### src/rtl/edge_det_pkg.sv
// rtl/edge_det_pkg.sv - edge mode encoding and filter counter width helper
package edge_det_pkg;

  typedef enum logic [1:0] {
    EDGE_NONE = 2'd0,
    EDGE_RISE = 2'd1,
    EDGE_FALL = 2'd2,
    EDGE_BOTH = 2'd3
  } edge_mode_t;

  // Filter counter must hold 0..FILTER_LEN-1; one spare code keeps FILTER_LEN=1 legal
  function automatic int fcnt_width(input int filter_len);
    return $clog2(filter_len + 1);
  endfunction

endpackage

### src/rtl/edge_detector_chan.sv
// rtl/edge_detector_chan.sv - one channel: synchroniser, glitch filter, edge detect, pending, counter
module edge_detector_chan
  import edge_det_pkg::*;
#(
  parameter int   SYNC_STAGES = 2,
  parameter int   FILTER_LEN  = 1,
  parameter int   CNT_W       = 16,
  parameter logic INIT_LVL    = 1'b0
) (
  input  logic             clk_i,
  input  logic             rst_i,
  input  logic             signal_i,
  input  edge_mode_t       mode_i,
  input  logic             pend_clr_i,
  input  logic             cnt_clr_i,
  output logic             edge_o,
  output logic             level_o,
  output logic             pend_o,
  output logic [CNT_W-1:0] cnt_o
);

  localparam int                 FCNT_W    = fcnt_width(FILTER_LEN);
  localparam logic [FCNT_W-1:0]  FCNT_LAST = FCNT_W'(FILTER_LEN - 1);
  localparam logic [CNT_W-1:0]   CNT_MAX   = '1;

  logic              synced;
  logic [FCNT_W-1:0] fcnt_q;
  logic              level_q;
  logic              prev_q;
  logic              edge_q;
  logic              pend_q;
  logic [CNT_W-1:0]  cnt_q;
  logic              rise;
  logic              fall;
  logic              edge_d;

  generate
    if (SYNC_STAGES == 0) begin : g_nosync
      assign synced = signal_i;
    end else begin : g_sync
      logic [SYNC_STAGES-1:0] sync_q;
      always_ff @(posedge clk_i) begin
        if (rst_i) begin
          sync_q <= {SYNC_STAGES{INIT_LVL}};
        end else begin
          sync_q[0] <= signal_i;
          for (int i = 1; i < SYNC_STAGES; i++) begin
            sync_q[i] <= sync_q[i-1];
          end
        end
      end
      assign synced = sync_q[SYNC_STAGES-1];
    end
  endgenerate

  // Level only follows the input after FILTER_LEN consecutive disagreeing samples
  always_ff @(posedge clk_i) begin
    if (rst_i) begin
      fcnt_q  <= '0;
      level_q <= INIT_LVL;
    end else if (synced == level_q) begin
      fcnt_q <= '0;
    end else if (fcnt_q == FCNT_LAST) begin
      fcnt_q  <= '0;
      level_q <= synced;
    end else begin
      fcnt_q <= fcnt_q + FCNT_W'(1);
    end
  end

  always_comb begin
    rise   = level_q & ~prev_q;
    fall   = ~level_q & prev_q;
    edge_d = 1'b0;
    case (mode_i)
      EDGE_RISE: edge_d = rise;
      EDGE_FALL: edge_d = fall;
      EDGE_BOTH: edge_d = rise | fall;
      default:   edge_d = 1'b0;
    endcase
  end

  // prev tracks level unconditionally so a mode switch cannot fabricate an edge
  always_ff @(posedge clk_i) begin
    if (rst_i) begin
      prev_q <= INIT_LVL;
      edge_q <= 1'b0;
    end else begin
      prev_q <= level_q;
      edge_q <= edge_d;
    end
  end

  always_ff @(posedge clk_i) begin
    if (rst_i) begin
      pend_q <= 1'b0;
    end else if (edge_q) begin
      pend_q <= 1'b1;
    end else if (pend_clr_i) begin
      pend_q <= 1'b0;
    end
  end

  always_ff @(posedge clk_i) begin
    if (rst_i) begin
      cnt_q <= '0;
    end else if (cnt_clr_i) begin
      cnt_q <= edge_q ? CNT_W'(1) : '0;
    end else if (edge_q && (cnt_q != CNT_MAX)) begin
      cnt_q <= cnt_q + CNT_W'(1);
    end
  end

  assign edge_o  = edge_q;
  assign level_o = level_q;
  assign pend_o  = pend_q;
  assign cnt_o   = cnt_q;

endmodule

### src/rtl/edge_detector_bank.sv
// rtl/edge_detector_bank.sv - CH independent edge detector channels with masked OR interrupt
module edge_detector_bank
  import edge_det_pkg::*;
#(
  parameter int   CH          = 8,
  parameter int   SYNC_STAGES = 2,
  parameter int   FILTER_LEN  = 1,
  parameter int   CNT_W       = 16,
  parameter logic INIT_LVL    = 1'b0
) (
  input  logic                      clk_i,
  input  logic                      rst_i,
  input  logic [CH-1:0]             signal_i,
  input  edge_mode_t [CH-1:0]       mode_i,
  input  logic [CH-1:0]             irq_mask_i,
  input  logic [CH-1:0]             pend_clr_i,
  input  logic [CH-1:0]             cnt_clr_i,
  output logic [CH-1:0]             edge_o,
  output logic [CH-1:0]             level_o,
  output logic [CH-1:0]             pend_o,
  output logic [CH-1:0][CNT_W-1:0]  cnt_o,
  output logic                      irq_o
);

  generate
    for (genvar g = 0; g < CH; g++) begin : g_chan
      edge_detector_chan #(
        .SYNC_STAGES (SYNC_STAGES),
        .FILTER_LEN  (FILTER_LEN),
        .CNT_W       (CNT_W),
        .INIT_LVL    (INIT_LVL)
      ) u_chan (
        .clk_i      (clk_i),
        .rst_i      (rst_i),
        .signal_i   (signal_i[g]),
        .mode_i     (mode_i[g]),
        .pend_clr_i (pend_clr_i[g]),
        .cnt_clr_i  (cnt_clr_i[g]),
        .edge_o     (edge_o[g]),
        .level_o    (level_o[g]),
        .pend_o     (pend_o[g]),
        .cnt_o      (cnt_o[g])
      );
    end
  endgenerate

  // Combinational so unmasking an already-pending channel is visible immediately
  assign irq_o = |(pend_o & irq_mask_i);

endmodule

### config.mk
export PLATFORM = sky130hd
export DESIGN_NAME = edge_detector_bank
export DESIGN_NICKNAME = d
export VERILOG_FILES = /design/src/rtl/edge_det_pkg.sv /design/src/rtl/edge_detector_chan.sv /design/src/rtl/edge_detector_bank.sv
export SDC_FILE = /design/constraint.sdc
export NUM_CORES = 1
export LEC_CHECK = 0
export ABC_CLOCK_PERIOD_IN_PS = 2100
export CAP_MARGIN = 15
export CORE_MARGIN = 2
export CORE_UTILIZATION = 52
export CTS_BUF_LIST = sky130_fd_sc_hd__clkbuf_4 sky130_fd_sc_hd__clkbuf_8
export CTS_CLUSTER_SIZE = 8
export DETAILED_ROUTE_END_ITERATION = 6
export GPL_ROUTABILITY_DRIVEN = 0
export GPL_TIMING_DRIVEN = 1
export PLACE_DENSITY = 0.83
export SKIP_CTS_REPAIR_TIMING = 1
export SLEW_MARGIN = 20
export SYNTH_ARGS = -nofsm -noshare
export SYNTH_HDL_FRONTEND = slang
export SYNTH_SLANG_ARGS = --single-unit
### constraint.sdc
create_clock -name clk_i -period 2.1 [get_ports clk_i]
set_input_delay 0.42 -clock clk_i [delete_from_list [all_inputs] [get_ports clk_i]]
set_output_delay 0.42 -clock clk_i [all_outputs]
set_load 0.05 [all_outputs]
* Word level (Yosys, flattened, before mapping) *
Index checks and enable logic that the tools add are counted.

cells by class
  add/sub/neg operators = 16
  equality and inequality tests = 40
  muxes and demuxes = 48
  bitwise logic cells = 57
  reductions and logical operators = 41

operators with widths
  kind                                                              number
  16-bit 2-to-1 mux                                                 16
  16-bit by 1-bit adder with 16-bit output (second input constant)  8
  16-bit != test (second input constant)                            8
  2-bit == test (second input constant)                             16
  1-bit NOT                                                         32
  2-bit nonzero test                                                16
  1-bit 2-to-1 mux                                                  24
  1-bit case mux with 3 select lines                                8
  3-bit OR reduction                                                8
  1-bit AND                                                         16
  2-bit by 1-bit == test with 1-bit output (second input constant)  8
  2-bit AND reduction                                               8
  1-bit adder (second input constant)                               8
  8-bit AND                                                         1
  1-bit == test                                                     8
  1-bit logical AND                                                 8
  1-bit OR                                                          8
  8-bit OR reduction                                                1

word-level totals
  flip-flop bits (word level) = 184
  bits of input ports = 50
  output and inout bits = 153
  word-level logic and storage cells = 258

* Depth between registers and ports, before layout *
  depth after elaboration = 4
  mapped depth = 7
  mapped depth without buffers = 6

* Hierarchy *
A second synthesis with hierarchy kept.

second synthesis, totals
  cells, all modules = 1053
  area, all modules = 8894.8 um^2

by module, submodules not included
  module              times used  cells each  area an instance (um^2)  sequential area each (um^2)
  edge_detector_chan  8           131         1107.3                   460.4
  edge_detector_bank  1           5           36.3                     0.0

* Least setup slack after synthesis *
OpenSTA, ideal clock, no wires.

  path type = flip-flop to flip-flop
  from = register g_chan[6].u_chan.cnt_q[0]
  to = register g_chan[6].u_chan.cnt_q[7]
  library setup time = 128 ps
  arrival time = 2104 ps
  required time = 1972 ps
  slack = -132 ps
  stages on the path, launching flop included = 8
  buffers on the path = 1
  period minus slack after synthesis = 2232 ps
  cells stage by stage = dfxtp_1 -> ha_1 -> nand4_1 -> or4_1 -> clkbuf_1 -> nand4_1 -> xor2_1 -> nor2_1

on the way
  longest elaborated chain between the ends = 3
  elaborated cells on any way between the ends = 6
  classes of those cells = add/sub (1); eq/ne (1); mux (2); reduce/logical (2)

RTL lines
  element                                                                     line                                                  source
  start, declared                                                             edge_detector_chan.sv:32                              logic [CNT_W-1:0] cnt_q;
  start signal, assigned                                                      edge_detector_chan.sv:108                             cnt_q <= edge_q ? CNT_W'(1) : '0;
  start signal, assigned                                                      edge_detector_chan.sv:110                             cnt_q <= cnt_q + CNT_W'(1);
  16-bit by 1-bit adder with 16-bit output or 16-bit != test (tied branches)  edge_detector_chan.sv:110, edge_detector_chan.sv:109
  16-bit 2-to-1 mux or 1-bit logical AND (tied branches)                      edge_detector_chan.sv:109                             end else if (edge_q && (cnt_q != CNT_MAX)) begin
  16-bit 2-to-1 mux or 2-bit nonzero test (tied branches)                     -

Parallel ways exist; a longest one is shown, timed or not. The select of a mux whose other input is x is not followed.
A chain may end at the register's enable or synchronous reset.

* Worst setup path in the final report *
  from = register g_chan[6].u_chan.cnt_q[1]
  to = output cnt_o[97] (netlist bit)

RTL lines
  element        line                      source
  end, declared  edge_detector_bank.sv:21  output logic [CH-1:0][CNT_W-1:0] cnt_o,

No word-level cell between the ends.

==> flow_metrics.tcl <==
set metrics [dict create \
    synth-main-ff-cell "dfxtp_1" \
    drt_wl_total_mm 21.2 \
    hold_viol 0 \
    core_area_um2 16400 \
    leakagePower_nw 6.44 \
    timing.slew.headroom 0.598 \
    timing.rr.end "g_chan[6].u_chan.cnt_o[7]" \
    critPathLaunch "g_chan[6].u_chan.cnt_o[1]" \
    status "complete, no violations" \
    design_area_um2 11600 \
    grt_pass1_wl_mm 33.1 \
    reg2reg_slack_ps 190 \
    cts.clk_slew.worst_paths_ps 90 \
    netlist.area_leader.share 0.426 \
    hold_class "in -> reg" \
    end_kind "output port" \
    ios 203 \
    die_area_um2 17700 \
    layout_common_cells "dfxtp_1 (179), nor2_1 (152), dlymetal6s2s_1 (139), nand2_1 (67), nand3_1 (53)" \
    die_x_um 133 \
    initial_core_util 0.526 \
    ys_types 58 \
    num_antenna_cells 0 \
    ant_nets 0 \
    grt_util_all_layers 0.226 \
    synth_seq_area_share 0.426 \
    htree_levels 4 \
    drt_iter0_drc 425 \
    drc_errors 0 \
    critPathRequiredTime_ps 1680 \
    irDropWorstVdd_v 0.000362 \
    clock_latency_ps 460 \
    fin_crit_sh 0.979 \
    core.rowCount 47 \
    cp_slowest_cell "clkdlybuf4s50_1" \
    grt_max_degree 21 \
    max_stage_delay_ps 820 \
    critPathTopFamily "buffers and inverters" \
    grt_overflow 0 \
    cts_sinks 184 \
    cts_root_buffer "clkbuf_8" \
    final_util 0.705 \
    synth_seq_cells 184 \
    min_period_ps 2060 \
    startpoint_type "flop" \
    final-setup-viol-count 0 \
    slew_violations 0 \
    cts_buffers 17 \
    async_reset_ff_frac 0 \
    grt_pass1_vias 6942 \
    final_cells 1435 \
    synth_warnings 0 \
    crit_cells 1 \
    crit_end "cnt_o[97]" \
    layout-drive-gt1-share 0.0782 \
    synth_largest_area_cell "dfxtp_1" \
    crit_buf_inv 1 \
    worstSetupPathType "reg -> out" \
    n_fill_cell 1209 \
    reg2reg_depth 6 \
    dieHeight_um 133 \
    synth_area_leaders "dfxtp_1 (43%), nor2_1 (6.6%), xnor2_1 (4.7%)" \
    syn_area_per_cell_um2 8.52 \
    rsz0062_at_grt "false" \
    skew_ps 16.5 \
    num_vias 7788 \
    antenna_found_initial 0 \
    dpl.cell_count 1403 \
    hpwl_mm 15.1 \
    port_buffers 202 \
    reg2reg_from "g_chan[6].u_chan.cnt_o[0]" \
    wire_per_inst_um 14.8 \
    worst_slack_ps 44.2 \
    finalPower_mw 6.45 \
    layout_commonest_cell "dfxtp_1" \
    cts_tree "yes" \
    dp_slack_ps 99.5 \
    max_freq_mhz 486 \
    synth_cells 1014 \
    power_density_nw_per_um2 558 \
    synth_area_um2 8640 \
    cp_max_fo 4 \
    firstDrtPassIters 6 \
    placed_area_um2 10800 \
    maxCapViolCount 0 \
    routed_via_density 5.43 \
    cp_cell_sequence "clkdlybuf4s50_1" \
    synth_edf_count 0 \
    worstPathArrival_ps 1640 \
    tightest_slew_ps 597 \
    fin_nets 1276 \
    syn_to_final_growth_pct 33.9 \
    cts_buffer_depth 2 \
]
[registers in the layout, summed over array words and instances, names as in the netlist]
register	count
g_chan.u_chan.edge_o	8
g_chan.u_chan.fcnt_q	8
g_chan.u_chan.g_sync.sync_q	16
g_chan.u_chan.prev_q	8
g_chan.u_chan.level_o	8
g_chan.u_chan.pend_o	8
g_chan.u_chan.cnt_o	128
[layout make-up]
cell class                 instances  area (um^2)  area share
multi-input combinational        734         4490       0.389
sequential                       184         3690       0.319
timing repair buffer             223         2510       0.217
tap                              220          275      0.0238
clock buffer                      18          248      0.0214
clock inverter                    14          185      0.0160
inverter                          42          158      0.0136
[metal layers]
metal,vias to the layer above,track usage,wire length (um)
met2,219,0.379,10400
met5,-,0,0
li1,3879,-,-
met1,3660,0.287,9480
met4,0,0.0729,328
met3,30,0.0552,1010
[cell usage after synthesis (all sizes together), types with 30 or more instances]
| cell type | instances |
|---|---|
| a21oi | 47 |
| buf | 31 |
| clkbuf | 30 |
| dfxtp | 184 |
| inv | 42 |
| nand2 | 67 |
| nand3 | 53 |
| nand4 | 34 |
| nor2 | 152 |
| nor3 | 36 |
| xnor2 | 46 |
| xor2 | 32 |
[cells by family after synthesis]
kind of cell,synth area share
AOI/OAI and AO/OA,0.0904
xor gates and xnor gates,0.0791
adders and majority gates,0.0348
buffers and inverters,0.0568
DFF,0.426
muxes,0.0255
other,0.000434
and+or+nand+nor,0.287
[power by group]
| group | internal [mW] | switching, mW |
|---|---|---|
| sequential | 3.52 | 0.0261 |
| clock | 1.24 | 1.33 |
| combinational | 0.157 | 0.171 |
[worst min-delay path by stage]
| stage | to | cells past startpoint | slack [ps] | start |
|---|---|---|---|---|
| floorplan | g_chan[0].u_chan.g_sync.sync_q[1] | 1 | 410 | g_chan[0].u_chan.g_sync.sync_q[0] |
| global placement | g_chan[7].u_chan.g_sync.sync_q[1] | 1 | 420 | g_chan[7].u_chan.g_sync.sync_q[0] |
| detailed placement | g_chan[6].u_chan.g_sync.sync_q[1] | 1 | 430 | g_chan[6].u_chan.g_sync.sync_q[0] |
| CTS | g_chan[6].u_chan.edge_o | 2 | 380 | rst_i |
| global route | g_chan[6].u_chan.edge_o | 2 | 380 | rst_i |
| finish | g_chan[6].u_chan.edge_o | 2 | 400 | rst_i |
[metrics by stage]
stage | setup TNS [ps] | hold WS (ps)
global placement | 0 | 417
detailed placement | 0 | 427
global route | 0 | 382
finish | 0 | 404
CTS | -9200 | 381
floorplan | 0 | 414
Power figures use the tool's default switching activity.
